`config.mk`:
```
export PLATFORM = sky130hd
export DESIGN_NAME = mem_access_arbiter
export DESIGN_NICKNAME = d
export VERILOG_FILES = /design/src/rtl/mem_access_arbiter.sv
export SDC_FILE = /design/constraint.sdc
export NUM_CORES = 1
export LEC_CHECK = 0
export ABC_AREA = 1
export BUFFER_PORTS_ARGS = -buffer_cell sky130_fd_sc_hd__buf_2
export CAP_MARGIN = 25
export CORE_AREA = 2 2 94 96
export DETAILED_ROUTE_END_ITERATION = 7
export DIE_AREA = 0 0 96 98
export PLACE_DENSITY = 0.91
export SETUP_SLACK_MARGIN = 0.05
export SKIP_CTS_REPAIR_TIMING = 1
export SLEW_MARGIN = 20
export SYNTH_ARGS = -nofsm -noshare
export SYNTH_HDL_FRONTEND = slang
export SYNTH_SLANG_ARGS = --single-unit
```
`constraint.sdc`:
```
create_clock -name clk -period 2.4 [get_ports clk]
set_input_delay 0.24 -clock clk [delete_from_list [all_inputs] [get_ports clk]]
set_output_delay 0.24 -clock clk [all_outputs]
set_load 0.005 [all_outputs]
```
`src/rtl/mem_access_arbiter.sv`:
```
// mem_access_arbiter: shares one single-port memory bank between NUM_CLIENTS requesters.
//
// Grants at most one request per cycle with round-robin priority. A client may hold
// exclusive ownership across several grants using req_lock. Bank strobes are registered,
// and read data is routed back to the issuing client through a one-hot tag pipeline.
//
// Ports:
//   clk, rst_n      system clock, asynchronous active-low reset
//   req_valid       per-client request pending (held until granted)
//   req_write       per-client 1 = write, 0 = read
//   req_width       per-client data_width code (0 = single, 1 = double)
//   req_lock        per-client keep ownership after the grant while asserted
//   req_addr        flattened per-client address, client i at [i*ADDR_W +: ADDR_W]
//   req_wdata       flattened per-client write data, client i at [i*DATA_W +: DATA_W]
//   req_ready       one-hot grant
//   mem_en          bank access strobe (read or write)
//   mem_chip_en     bank write enable
//   mem_data_width  registered width of the granted request
//   mem_addr        registered bank address
//   mem_wdata       registered bank write data
//   mem_rdata       bank read data, valid READ_LATENCY cycles after mem_en
//   rsp_valid       one-hot read-data-valid pulse
//   rsp_rdata       read data broadcast to all clients, qualified by rsp_valid
//   busy            a read is in flight or a lock is held
module mem_access_arbiter #(
  parameter int unsigned NUM_CLIENTS  = 4,
  parameter int unsigned ADDR_W       = 16,
  parameter int unsigned DATA_W       = 16,
  parameter int unsigned READ_LATENCY = 2
) (
  input  logic                          clk,
  input  logic                          rst_n,
  input  logic [NUM_CLIENTS-1:0]        req_valid,
  input  logic [NUM_CLIENTS-1:0]        req_write,
  input  logic [NUM_CLIENTS-1:0]        req_width,
  input  logic [NUM_CLIENTS-1:0]        req_lock,
  input  logic [NUM_CLIENTS*ADDR_W-1:0] req_addr,
  input  logic [NUM_CLIENTS*DATA_W-1:0] req_wdata,
  output logic [NUM_CLIENTS-1:0]        req_ready,
  output logic                          mem_en,
  output logic                          mem_chip_en,
  output logic                          mem_data_width,
  output logic [ADDR_W-1:0]             mem_addr,
  output logic [DATA_W-1:0]             mem_wdata,
  input  logic [DATA_W-1:0]             mem_rdata,
  output logic [NUM_CLIENTS-1:0]        rsp_valid,
  output logic [DATA_W-1:0]             rsp_rdata,
  output logic                          busy
);

  localparam int unsigned IdxW = (NUM_CLIENTS > 1) ? $clog2(NUM_CLIENTS) : 1;

  logic [IdxW-1:0]        rr_ptr_q;
  logic                   lock_held_q;
  logic [IdxW-1:0]        lock_owner_q;
  logic [NUM_CLIENTS-1:0] tag_q [READ_LATENCY+1];

  logic                   mem_en_q;
  logic                   mem_chip_en_q;
  logic                   mem_width_q;
  logic [ADDR_W-1:0]      mem_addr_q;
  logic [DATA_W-1:0]      mem_wdata_q;

  logic                   lock_active;
  logic                   grant_any;
  logic [IdxW-1:0]        grant_idx;
  logic [IdxW-1:0]        cand;
  logic                   sel_write;
  logic                   sel_width;
  logic                   sel_lock;
  logic [ADDR_W-1:0]      sel_addr;
  logic [DATA_W-1:0]      sel_wdata;
  logic [NUM_CLIENTS-1:0] tag_or;

  // Grant selection. The lock only binds while the owner keeps both valid and lock high;
  // once it lets go, the same cycle falls back to round-robin, and since rr_ptr points at
  // the old owner it naturally gets lowest priority.
  always_comb begin
    lock_active = 1'b0;
    if (lock_held_q) begin
      lock_active = req_valid[lock_owner_q] & req_lock[lock_owner_q];
    end
    grant_any = 1'b0;
    grant_idx = '0;
    cand      = '0;
    if (lock_active) begin
      grant_any = 1'b1;
      grant_idx = lock_owner_q;
    end else begin
      for (int unsigned i = 1; i <= NUM_CLIENTS; i++) begin
        cand = IdxW'((32'(rr_ptr_q) + i) % NUM_CLIENTS);
        if (!grant_any && req_valid[cand]) begin
          grant_any = 1'b1;
          grant_idx = cand;
        end
      end
    end
    req_ready = '0;
    if (grant_any) begin
      req_ready[grant_idx] = 1'b1;
    end
  end

  // Field mux for the granted client.
  always_comb begin
    sel_write = 1'b0;
    sel_width = 1'b0;
    sel_lock  = 1'b0;
    sel_addr  = '0;
    sel_wdata = '0;
    for (int unsigned i = 0; i < NUM_CLIENTS; i++) begin
      if (grant_idx == IdxW'(i)) begin
        sel_write = req_write[i];
        sel_width = req_width[i];
        sel_lock  = req_lock[i];
        sel_addr  = req_addr[i*ADDR_W +: ADDR_W];
        sel_wdata = req_wdata[i*DATA_W +: DATA_W];
      end
    end
  end

  always_ff @(posedge clk or negedge rst_n) begin
    if (!rst_n) begin
      rr_ptr_q      <= IdxW'(NUM_CLIENTS - 1);
      lock_held_q   <= 1'b0;
      lock_owner_q  <= '0;
      mem_en_q      <= 1'b0;
      mem_chip_en_q <= 1'b0;
      mem_width_q   <= 1'b0;
      mem_addr_q    <= '0;
      mem_wdata_q   <= '0;
      for (int k = 0; k <= int'(READ_LATENCY); k++) begin
        tag_q[k] <= '0;
      end
    end else begin
      mem_en_q      <= grant_any;
      mem_chip_en_q <= grant_any & sel_write;
      if (grant_any) begin
        rr_ptr_q    <= grant_idx;
        mem_width_q <= sel_width;
        mem_addr_q  <= sel_addr;
        mem_wdata_q <= sel_wdata;
      end
      if (grant_any && sel_lock) begin
        lock_held_q  <= 1'b1;
        lock_owner_q <= grant_idx;
      end else if (!lock_active) begin
        lock_held_q  <= 1'b0;
      end
      // Only reads enter the tag pipeline; the last stage lines up with mem_rdata.
      tag_q[0] <= (grant_any && !sel_write) ? req_ready : '0;
      for (int k = 1; k <= int'(READ_LATENCY); k++) begin
        tag_q[k] <= tag_q[k-1];
      end
    end
  end

  always_comb begin
    tag_or = '0;
    for (int k = 0; k <= int'(READ_LATENCY); k++) begin
      tag_or = tag_or | tag_q[k];
    end
  end

  assign mem_en         = mem_en_q;
  assign mem_chip_en    = mem_chip_en_q;
  assign mem_data_width = mem_width_q;
  assign mem_addr       = mem_addr_q;
  assign mem_wdata      = mem_wdata_q;
  assign rsp_valid      = tag_q[READ_LATENCY];
  assign rsp_rdata      = (|tag_q[READ_LATENCY]) ? mem_rdata : '0;
  assign busy           = (|tag_or) | lock_held_q;

endmodule
```
Word-level counts from Yosys, hierarchy flattened --
Index checks and enable logic that the tools add are counted.
Storage, ports and cells: register bits 52, bits in latches 0, RAM bits 0, bits in read-only memories 0, word-level logic and storage cells 97, memories 0
Cells by class: $add $sub $neg 4, multipliers 0, div/mod/pow operators 0, order comparisons 7, equal/unequal tests 4, shift operators 0, muxes and demuxes 53, bitwise operators 5, reduce and logical (&&, ||, !) cells 13
Operators by type and width (number):
- 16-bit two-way mux | 9
- 1-bit two-way mux | 30
- 2-bit by 3-bit less-than comparator with 1-bit output (second input constant) | 6
- 1-bit binary-select mux with 2-bit select | 6
- 2-bit two-way mux | 5
- 4-bit two-way mux | 2
- 4-bit bitwise OR | 2
- 4-bit OR reduction | 2
- 1-bit logical AND | 6
- 2-bit by 1-bit adder with 2-bit output (second input constant) | 2
- 2-bit adder (second input constant) | 2
- 2-bit equality test (second input constant) | 2
- 1-bit zero test | 4
- 1-bit AND | 2
- 1-bit demux with 2-bit select | 1
- 2-bit by 1-bit equality test with 1-bit output (second input constant) | 1
- 2-bit by 1-bit >= comparator with 1-bit output (second input constant) | 1
- 2-bit zero test | 1
- 2-bit by 1-bit != test with 1-bit output (second input constant) | 1
- 1-bit bitwise OR | 1

Longest topological paths before layout --
Gate-level depths: netlist of the first run.
word-level depth 25, mapped depth 19, mapped depth without buffers 17

Least setup slack after synthesis of the first run --
Ideal clock, no wire load.
path type reg2reg, start point register rr_ptr_q[0], end point register mem_addr_q[10], in the netlist mem_addr[10], setup time 0.124 ns, arrival time 1.921 ns, data required time 2.276 ns, path slack 0.355 ns, stages on the path, launching flop included 17, cell sequence dfstp_2 -> buf_6 -> inv_4 -> nand2_1 -> nand2_1 -> nand2_1 -> nand2_1 -> nor2_4 -> nand3_2 -> nand2_1 -> nand3_2 -> nand2_4 -> buf_12 -> nand2_4 -> buf_2 -> o211ai_1 -> nand2_1
On the way: longest elaborated chain between the ends 22
RTL lines:
- from (decl) | RTL line 53 | logic [IdxW-1:0] rr_ptr_q;
- from (signal assigned) | RTL line 124 | rr_ptr_q <= IdxW'(NUM_CLIENTS - 1);
- from (signal assigned) | RTL line 139 | rr_ptr_q <= grant_idx;
- 2-bit by 1-bit adder with 2-bit output | RTL line 91 | cand = IdxW'((32'(rr_ptr_q) + i) % NUM_CLIENTS);
- 1-bit binary-select mux with 2-bit select | RTL line 92 | if (!grant_any && req_valid[cand]) begin
- 1-bit two-way mux (implied by the code) | RTL line 92
- 1-bit two-way mux | RTL line 92
- 1-bit two-way mux | RTL line 86 | if (lock_active) begin
- 1-bit zero test | RTL line 92
- 1-bit logical AND | RTL line 92
- 1-bit two-way mux | RTL line 92
- [3 not listed]
- 1-bit two-way mux | RTL line 92
- 1-bit two-way mux | RTL line 86
- 1-bit zero test | RTL line 92
- 1-bit logical AND | RTL line 92
- 2-bit two-way mux | RTL line 92
- 2-bit two-way mux | RTL line 86
- 2-bit zero test | RTL line 112 | if (grant_idx == IdxW'(i)) begin
- 16-bit two-way mux (4 in series) | RTL line 112
- to (signal assigned) | RTL line 141 | mem_addr_q <= sel_addr;
- to (decl) | RTL line 61 | logic [ADDR_W-1:0] mem_addr_q;
Parallel ways exist; a longest one is shown, timed or not. The select of a mux whose other input is x is not followed. A chain may end at the register's enable or synchronous reset.

Worst setup path in the final report of the first run --
start point register rr_ptr_q[0], end point output req_ready[1]
On the way: longest elaborated chain between the ends 22
RTL lines:
- 2-bit by 1-bit adder with 2-bit output | RTL line 91
- 1-bit binary-select mux with 2-bit select | RTL line 92
- 1-bit two-way mux (implied by the code) | RTL line 92
- 1-bit two-way mux | RTL line 92
- 1-bit two-way mux | RTL line 86
- 1-bit zero test | RTL line 92
- 1-bit logical AND | RTL line 92
- 1-bit two-way mux | RTL line 92
- [6 not listed]
- 1-bit logical AND | RTL line 92
- 2-bit two-way mux | RTL line 92
- 2-bit two-way mux | RTL line 86
- 2-bit by 3-bit less-than comparator with 1-bit output (implied by the code) or 2-bit by 1-bit >= comparator with 1-bit output (tied branches) | RTL line 100 | req_ready[grant_idx] = 1'b1;
- 1-bit logical AND (implied by the code) | RTL line 100
- 1-bit two-way mux (implied by the code) | RTL line 100
- 1-bit demux with 2-bit select | RTL line 100
- 4-bit two-way mux (*) | RTL line 99 | if (grant_any) begin
- to (decl) | RTL line 39 | output logic [NUM_CLIENTS-1:0] req_ready,
Every way passes the cells marked *; elsewhere a longest branch is shown, timed or not. The select of a mux whose other input is x is not followed.

==> results of run 1 <==
[routing by layer]
| layer | share of wire, % | routed length [µm] |
|---|---|---|
| met5 | 0 | 0 |
| met4 | 2.2 | 280 |
| met3 | 8.0 | 1010 |
| met2 | 53 | 6710 |
| met1 | 37 | 4610 |
[report_power, final]
part | total, mW | switching [mW] | internal (mW)
clock | 0.838 | 0.316 | 0.521
combinational | 8.78 | 5.07 | 3.70
sequential | 1.64 | 0.257 | 1.38
[Yosys cell counts (5+ instances only)]
| master | n |
|---|---|
| sky130_fd_sc_hd__nand2_1 | 146 |
| sky130_fd_sc_hd__dfrtp_1 | 50 |
| sky130_fd_sc_hd__nand3_1 | 38 |
| sky130_fd_sc_hd__inv_1 | 35 |
| sky130_fd_sc_hd__nand2_2 | 34 |
| sky130_fd_sc_hd__o211ai_1 | 31 |
| sky130_fd_sc_hd__o21ai_0 | 31 |
| sky130_fd_sc_hd__nor2_1 | 26 |
| sky130_fd_sc_hd__nand3_2 | 10 |
| sky130_fd_sc_hd__buf_2 | 9 |
| sky130_fd_sc_hd__o21ai_1 | 8 |
| sky130_fd_sc_hd__buf_4 | 6 |
| sky130_fd_sc_hd__nand2_4 | 6 |
| sky130_fd_sc_hd__inv_2 | 5 |
[worst paths after layout]
| kind | cells after the start | startpoint | slack (ns) | endpoint |
|---|---|---|---|---|
| hold / removal | 2 | req_write[3] | 0.08 | tag_q[11]$_DFF_PN0_ |
| setup / recovery | 14 | rr_ptr_q[0]$_DFFE_PN1N_ | -0.18 | req_ready[1] |
| hold reg to reg | 0 | tag_q[7]$_DFF_PN0_ | 0.39 | rsp_valid[3]$_DFF_PN0_ |
| min in group asynchronous | 2 | rst_n | 0.48 | mem_addr[7]$_DFFE_PN0N_ |
| setup reg to reg | 16 | rr_ptr_q[0]$_DFFE_PN1N_ | -0.14 | lock_owner_q[0]$_DFFE_PN0P_ |
| max in group asynchronous | 3 | rst_n | 1.29 | rr_ptr_q[0]$_DFFE_PN1N_ |
[logic make-up (layout without fill, tap and decap cells)]
family	count (synthesis)	after routing	share of synthesized area (%)
and+or+nand+nor	272	272	37.4
AOI/OAI and AO/OA	78	78	14.2
buffers and inverters	71	310	11.4
DFF	52	52	37.0
[flip-flops by register name, indices dropped and copies added, names as in the netlist]
signal	count
mem_data_width	1
mem_chip_en	1
tag_q	8
mem_en	1
lock_owner_q	2
lock_held_q	1
mem_wdata	16
rsp_valid	4
mem_addr	16
rr_ptr_q	2
[worst reg2reg max path, cell delays in order, from the launching register on]
cell                       delay [ns]
sky130_fd_sc_hd__dfstp_2         0.64
sky130_fd_sc_hd__clkinv_4        0.12
sky130_fd_sc_hd__buf_6           0.15
sky130_fd_sc_hd__nand2_2         0.07
sky130_fd_sc_hd__nand3_2         0.06
sky130_fd_sc_hd__nand2_2         0.08
sky130_fd_sc_hd__nor2_4          0.04
sky130_fd_sc_hd__nand4_1         0.12
sky130_fd_sc_hd__nand2_1         0.09
sky130_fd_sc_hd__nand2_2         0.08
sky130_fd_sc_hd__nand2_4         0.11
sky130_fd_sc_hd__buf_4           0.23
sky130_fd_sc_hd__a21oi_4         0.25
sky130_fd_sc_hd__nand2_1         0.11
sky130_fd_sc_hd__o21bai_2        0.18
sky130_fd_sc_hd__nand2_1         0.08
sky130_fd_sc_hd__nand2_1         0.08
[area by class of cell]
cell class	instances	share of cell area [%]
multi-input combinational	350	36.8
timing repair buffer	257	28.6
sequential	52	24.7
inverter	43	3.80
tap	108	2.56
clock inverter	3	1.71
clock buffer	5	1.31
timing repair inverter	2	0.475
==> impl.org, run 1 <==
** STA
- Skew final :: 0.0152 ns
- Setup total negative slack on the finished layout was measured at -2.90 ns.
- Setup violations remaining at the end of the flow were counted as 43.
- Final Hold Viols :: 0
- Worst hold slack :: 0.0780 ns
- Slew at the pin closest to its max-slew limit :: 0.638 ns
- Clock period minus worst slack :: 2.58 ns
- Setup slack on the critical path of the routed design comes to -0.179 ns.
- Worst-case headroom to the max-slew limit :: 57.5%
- The number of pins exceeding their max-slew limit in the final report was 0.
- The final critical path takes up 107% of the cycle.
- Derived from the worst setup path, the maximum achievable clock frequency is 0.388 GHz.
- Setup repair after global routing could not meet its margin everywhere.

** Run
- Number of maximum-capacitance constraint violations :: 0

** Placement
- Pre-CTS WS :: 0.0190 ns
- Cell total after placement :: 787
- Buffers placed on the I/O ports in this run total 221.
- Placer Congestion :: 0.866
- Placed standard-cell area :: 4680 µm²
- Sum of net half-perimeters after detailed placement :: 9000 µm

** Worst setup path
- Worst setup SP type :: flop
- Data arrives at the worst endpoint at 2.34 ns.
- The critical path is of the flop to output port type.
- Crit path max-delay family :: buffers and inverters
- The signal on the critical path passes through clkinv_4, buf_6, nand2_2, nand3_1, nand2_2, buf_4, a21oi_1, nand2_1, nand3_2, nand2_8, buf_12, nand2_8, clkinv_16, buf_2.
- For the worst setup path, the data required time is 2.16 ns.
- Among all stages on the critical path, the largest delay is contributed by sky130_fd_sc_hd__dfstp_2.
- Together, buffers and inverters on the worst path number 6.
- CP endpoint kind :: output port
- Longest individual stage delay on the worst path :: 0.64 ns
- Worst-path maximum fanout :: 8

** Route
- Residual DRC :: 0
- Post-DR wirelength/cell :: 15.4 µm
- Aggregate routed wire length :: 12600 µm
- The detailed router finished its first iteration with 203 violations.
- The detailed router placed 4196 vias in this run.
- The pre-antenna-repair detailed-routing pass consisted of 7 iterations.
- Mean number of vias per cell :: 5.12
- In this run the remaining antenna-violating nets after routing total 0.

** Clock network
- Number of buffers added by the clock tree synthesis step :: 5
- Number of clock sinks :: 52
- Clock Latency Late Sink :: 0.32 ns
- Clock-pin transition on the worst setup and hold timing paths :: 0.11 ns
- Bufs on Longest Clock Path :: 2
- The H-tree was split into 2 levels.
- TritonCTS built the clock tree.
- Clock root buffer master :: sky130_fd_sc_hd__clkbuf_8

** Global route
- Total routing resource utilization after global routing :: 23.9%
- Global Route met3 Usage :: 3.63%
- The via count of the first global-routing pass is 3910.
- The first global-routing pass estimated 17700 µm of wire.
- Met1 Usage GRT :: 26.1%
- Number of antenna violations at the first check in global routing :: 0
- Entering global routing, the biggest net connects 37 pins.
- Global routing consumed, on the met2 layer, 45.8% of the routing resources.
- The layer flagged by global routing as most heavily used is met2.
- Global routing finished with a remaining overflow of 0.

** Cells and area
- After filler insertion, the fill cell instance count of the layout stands at 753.
- Cells fill 62.3% of the core in the end.
- In the final design database the tool counted 873 nets.
- The sequential cells in the finished layout cover a total of 1300 µm².
- The repair_antennas step left the layout with diodes totalling 0.
- Most frequent standard cell in the layout excluding fill and tap cells :: sky130_fd_sc_hd__buf_2
- Final std cell area, no fill :: 5270 µm²
- In the layout the commonest cells are sky130_fd_sc_hd__buf_2, sky130_fd_sc_hd__nand2_1, sky130_fd_sc_hd__dfrtp_1.
- The multi-input combinational cells in the finished layout cover a total of 1940 µm².
- Fraction of layout instances using a drive strength above 1 :: 50.4%
- Leaving out filler cells and counting taps, the final layout contains 820.
- Layout area overhead :: 49.6%

** Outcome
- Violated checks :: negative setup slack
- Outcome :: finished, violations left

** Power
- Power per Cell Area :: 2140 nW/µm²
- In this run the static leakage power is 2.91 nW.
- Total power for the finished layout comes to 11.3 mW.
- Peak supply drop :: 0.000963 V

** Yosys
- Area share of the largest cell type after synthesis :: 35.5%
- After synthesis the netlist holds a flip-flop and latch count of 52.
- After synthesis, the share of flip-flops with an asynchronous set or reset is 100%.
- Netlist area before placement :: 3520 µm²
- Yosys attributes the largest share of cell area to sky130_fd_sc_hd__dfrtp_1, sky130_fd_sc_hd__nand2_1, sky130_fd_sc_hd__o211ai_1, sky130_fd_sc_hd__nand2_2, sky130_fd_sc_hd__nand3_1.
- Sequential cells were found to cover 37.0% of the synthesized design area.
- Yosys printed 0 warnings.
- Synthesized area per cell :: 7.45 µm²
- Mapped Nets :: 635
- Synthesis instantiated 34 different standard cells from the library.
- For this run, the leading register cell type out of synthesis is sky130_fd_sc_hd__dfrtp_1.
- Cell accounting for the most synthesized area :: sky130_fd_sc_hd__dfrtp_1
- Syn Inst Count :: 473
- The synthesized design contains 0 enable-type register cells.

** Floorplan
- Measured along the x axis, the die boundary spans 96 µm.
- Effective utilization at floorplan :: 41.6%
- Total Die Area :: 9410 µm²
- The region available for standard cell placement spans 8470 µm².
- Die height :: 98 µm
- Count of pins on the block boundary :: 222
- Row generation in the floorplan step produced 34 rows.

** Hold path
- Min-Delay Path Class :: input pin to flop
(Power assumes the default switching activity.)
==> run 2: changes to the inputs <==
REMOVE_ABC_BUFFERS = 1   (was unset)
==> run 2 against run 1 <==
The run still ends with negative setup slack left. Non-clock buffer count shrank 14. Hold slack lost 0.033 ns. Total power shrank 14%. Sequential power is essentially flat. Die area is the same. Critical endpoint is now req_ready[2]. Cell count shrank 1.8%. Worst setup slack gained 0.12 ns. Global-route usage shrank 1.2 points. Highest routed layer unchanged. Routed wire length shrank 14%.
==> impl.org, run 2 (synthesis results as in run 1) <==
** Outcome
- Outcome :: finished, violations left
- Violated checks :: negative setup slack

** Power
- Power share of the sequential group :: 16.8% (+2.2 points)
- Combinational Power Share :: 76.7% (-1.3 points)
- Internal power component :: 4.73 mW (-16%)
- Total chip power :: 9.73 mW (-14%)
- The part of the power in the clock network came to 6.5% (-0.9 points).
- Switching Power :: 5.00 mW (-11%)
- The fraction of power spent switching nets is 51.4% (+1.2 points).
- Power per Cell Area :: 1970 nW/µm² (-7.8%)
- Peak supply drop :: 0.00102 V (+5.6%)
- Leakage power figure :: 2.76 nW (-5.1%)

** STA
- Maximum clock rate :: 0.406 GHz (+4.8%)
- The tightest slew margin relative to the limit came to 56.3% (-1.1 points).
- Setup WS post-layout :: -0.0611 ns (+0.118 ns)
- Final Hold Viols :: 0 (unchanged)
- Skew final :: 0.00426 ns (-0.0109 ns)
- Ratio of final minimum period to clock period :: 103% (-4.9 points)
- The final setup violation count was 4 (-91%).
- Clock period minus worst slack :: 2.46 ns (-0.118 ns)
- Final count of pins violating max slew :: 0 (unchanged)
- The pin slew with the least headroom to its limit was 0.655 ns (+0.0170 ns).
- The final hold slack was 0.0445 ns (-0.0334 ns).
- Setup repair after global routing could not meet its margin everywhere.

** Global route
- The largest net degree at the start of global routing was 53 (+43%).
- Number of global-route vias before repair :: 3758 (-3.9%)
- Number of antenna violations at the first check in global routing :: 0 (unchanged)
- The total routing usage reported by global routing came to 22.7% (-1.2 points).
- Global-route wire length before repair :: 17000 µm (-3.6%)
- GRT overflow :: 0 (unchanged)

** Cells and area
- The number of filler instances in the final layout was 772 (+2.5%).
- Nets :: 858 (-1.7%)
- Fraction of layout instances using a drive strength above 1 :: 47.2% (-3.2 points)
- Number of antenna repair diodes :: 0 (unchanged)
- From synthesis to final layout, the design area changed by 40.2%.
- Leaving out fill and tap cells, the most frequent cell in the layout is sky130_fd_sc_hd__buf_2.
- Leaving out fill and tap cells, the most frequent cells in the layout are sky130_fd_sc_hd__buf_2, sky130_fd_sc_hd__nand2_1, sky130_fd_sc_hd__dfrtp_1.

** Worst setup path
- In this design, the largest share of critical-path delay is due to simple AND/OR/NAND/NOR gates.
- Critical path buffers and inverters :: 3 (-3)
- The critical path goes through inv_4, nand2_1, nand2_2, nand2_1, nand2_1, a21oi_2, nand2_1, nand3_4, nand2_8, buf_4, nor2_4, buf_2.
- The critical path in this run is classified as flop to output port.
- For this design, the slowest cell found on the critical path is sky130_fd_sc_hd__dfstp_2.
- The critical-path maximum fanout was 10 (+2).
- Required time at the endpoint of the critical path :: 2.16 ns (about the same)
- The data arrival time at the worst-slack endpoint is 2.22 ns (-0.12 ns).
- The worst setup path is launched from a flop.
- Worst path most repeated cell :: sky130_fd_sc_hd__nand2_1
- CP endpoint kind :: output port
- Longest individual stage delay on the worst path :: 0.63 ns (about the same)

** Clock network
- The sink count of the clock tree came to 52 (unchanged).
- TritonCTS built the clock tree.
- Bufs on Longest Clock Path :: 2 (unchanged)
- Clock root buffer master :: sky130_fd_sc_hd__clkbuf_8
- Number of H-tree levels :: 2 (unchanged)
- Number of buffers added by the clock tree synthesis step :: 5 (unchanged)
- Clock-pin transition on the worst setup and hold timing paths :: 0.10 ns (about the same)
- Clock Latency Late Sink :: 0.30 ns (-0.02 ns)

** Route
- Via total after detailed routing :: 4000 (-4.7%)
- Remaining number of nets flagged by the antenna check after routing :: 0 (unchanged)
- Aggregate routed wire length :: 10900 µm (-14%)
- The DRC marker count from the first detailed-route iteration is 117 (-42%).
- The number of vias per cell is 4.97 (-2.9%).
- Residual DRC :: 0 (unchanged)
- Pre-antenna DRT Iters :: 4 (-3)
- Post-DR wirelength/cell :: 13.5 µm (-12%)

** Floorplan
- Effective utilization at floorplan :: 41.6% (unchanged)
- The number of rows in the core area came to 34 (unchanged).
- Count of pins on the block boundary :: 222 (unchanged)
- The die span in y is 98 µm (unchanged).
- The die span in x was 96 µm (unchanged).
- The area of the core was 8470 µm² (unchanged).
- The total die area was 9410 µm² (unchanged).

** Placement
- The last weighted congestion value of the routability-driven placer is 0.797 (-7.9%).
- PortBufs :: 221 (unchanged)
- Sum of net half-perimeters after detailed placement :: 8570 µm (-4.7%)

** Hold path
- Min-Delay Path Class :: input pin to asynchronous set/reset pin

** Run
- Number of maximum-capacitance constraint violations :: 0 (unchanged)
run 2: cell count changes in the layout (fill, tap and decap cells not counted), sizes merged:
cell	previous run	this run
buf	255	243
bufinv	3	1
dlygate4sd3	1	0
inv	42	41
nand2	187	188
run 2: power by group through the flow:
stage	combinational [mW]	sequential (mW)	clock (mW)
after CTS	7.03	1.63	0.660
after detailed placement	7.03	1.64	0
final	7.46	1.63	0.636
after global routing	8.40	1.68	0.695
after floorplan	4.52	1.64	0
after global placement	6.86	1.64	0
run 2: layer usage:
metal,global-route usage (%),vias to the layer above,routed length (µm)
met5,0,-,0
met2,42.4,193,5720
met4,6.81,0,129
met1,25.4,1814,4210
li1,-,1980,-
met3,4.48,13,833
run 2: per-stage QoR:
stage / area [µm²] / setup WS [ns] / utilization, % / TNS [ns] / cells
final: 4940 / -0.0611 / 58.4 / -0.154 / 805
after global routing: 4940 / -0.218 / 58.4 / -2.99 / 805
after CTS: 4820 / -0.170 / 57.0 / -0.417 / 800
after detailed placement: 4700 / 0.0752 / 55.5 / 0 / 792
after global placement: 4700 / 0.147 / 55.5 / 0 / 792
after floorplan: 3290 / -0.167 / - / -2.27 / 445
run 2: final cells by class:
type / count / area, µm² / share of cell area, %
timing repair buffer: 243 / 1300 / 26.3
multi-input combinational: 351 / 1880 / 38.1
clock buffer: 6 / 82.6 / 1.67
inverter: 43 / 198 / 4.00
clock inverter: 2 / 38.8 / 0.785
tap: 108 / 135 / 2.74
sequential: 52 / 1300 / 26.4
run 2: final timing paths:
| path | cells past startpoint | endpoint | start | slack [ns] |
|---|---|---|---|---|
| max | 12 | req_ready[2] | rr_ptr_q[0]$_DFFE_PN1N_ | -0.06 |
| min | 2 | mem_addr[12]$_DFFE_PN0N_ | rst_n | 0.04 |
| max reg2reg | 18 | lock_owner_q[1]$_DFFE_PN0P_ | rr_ptr_q[0]$_DFFE_PN1N_ | 0.05 |
| min reg2reg | 0 | rsp_valid[2]$_DFF_PN0_ | tag_q[6]$_DFF_PN0_ | 0.38 |
| max in group asynchronous | 2 | mem_addr[0]$_DFFE_PN0N_ | rst_n | 1.92 |
| min in group clk | 2 | tag_q[10]$_DFF_PN0_ | req_write[2] | 0.10 |
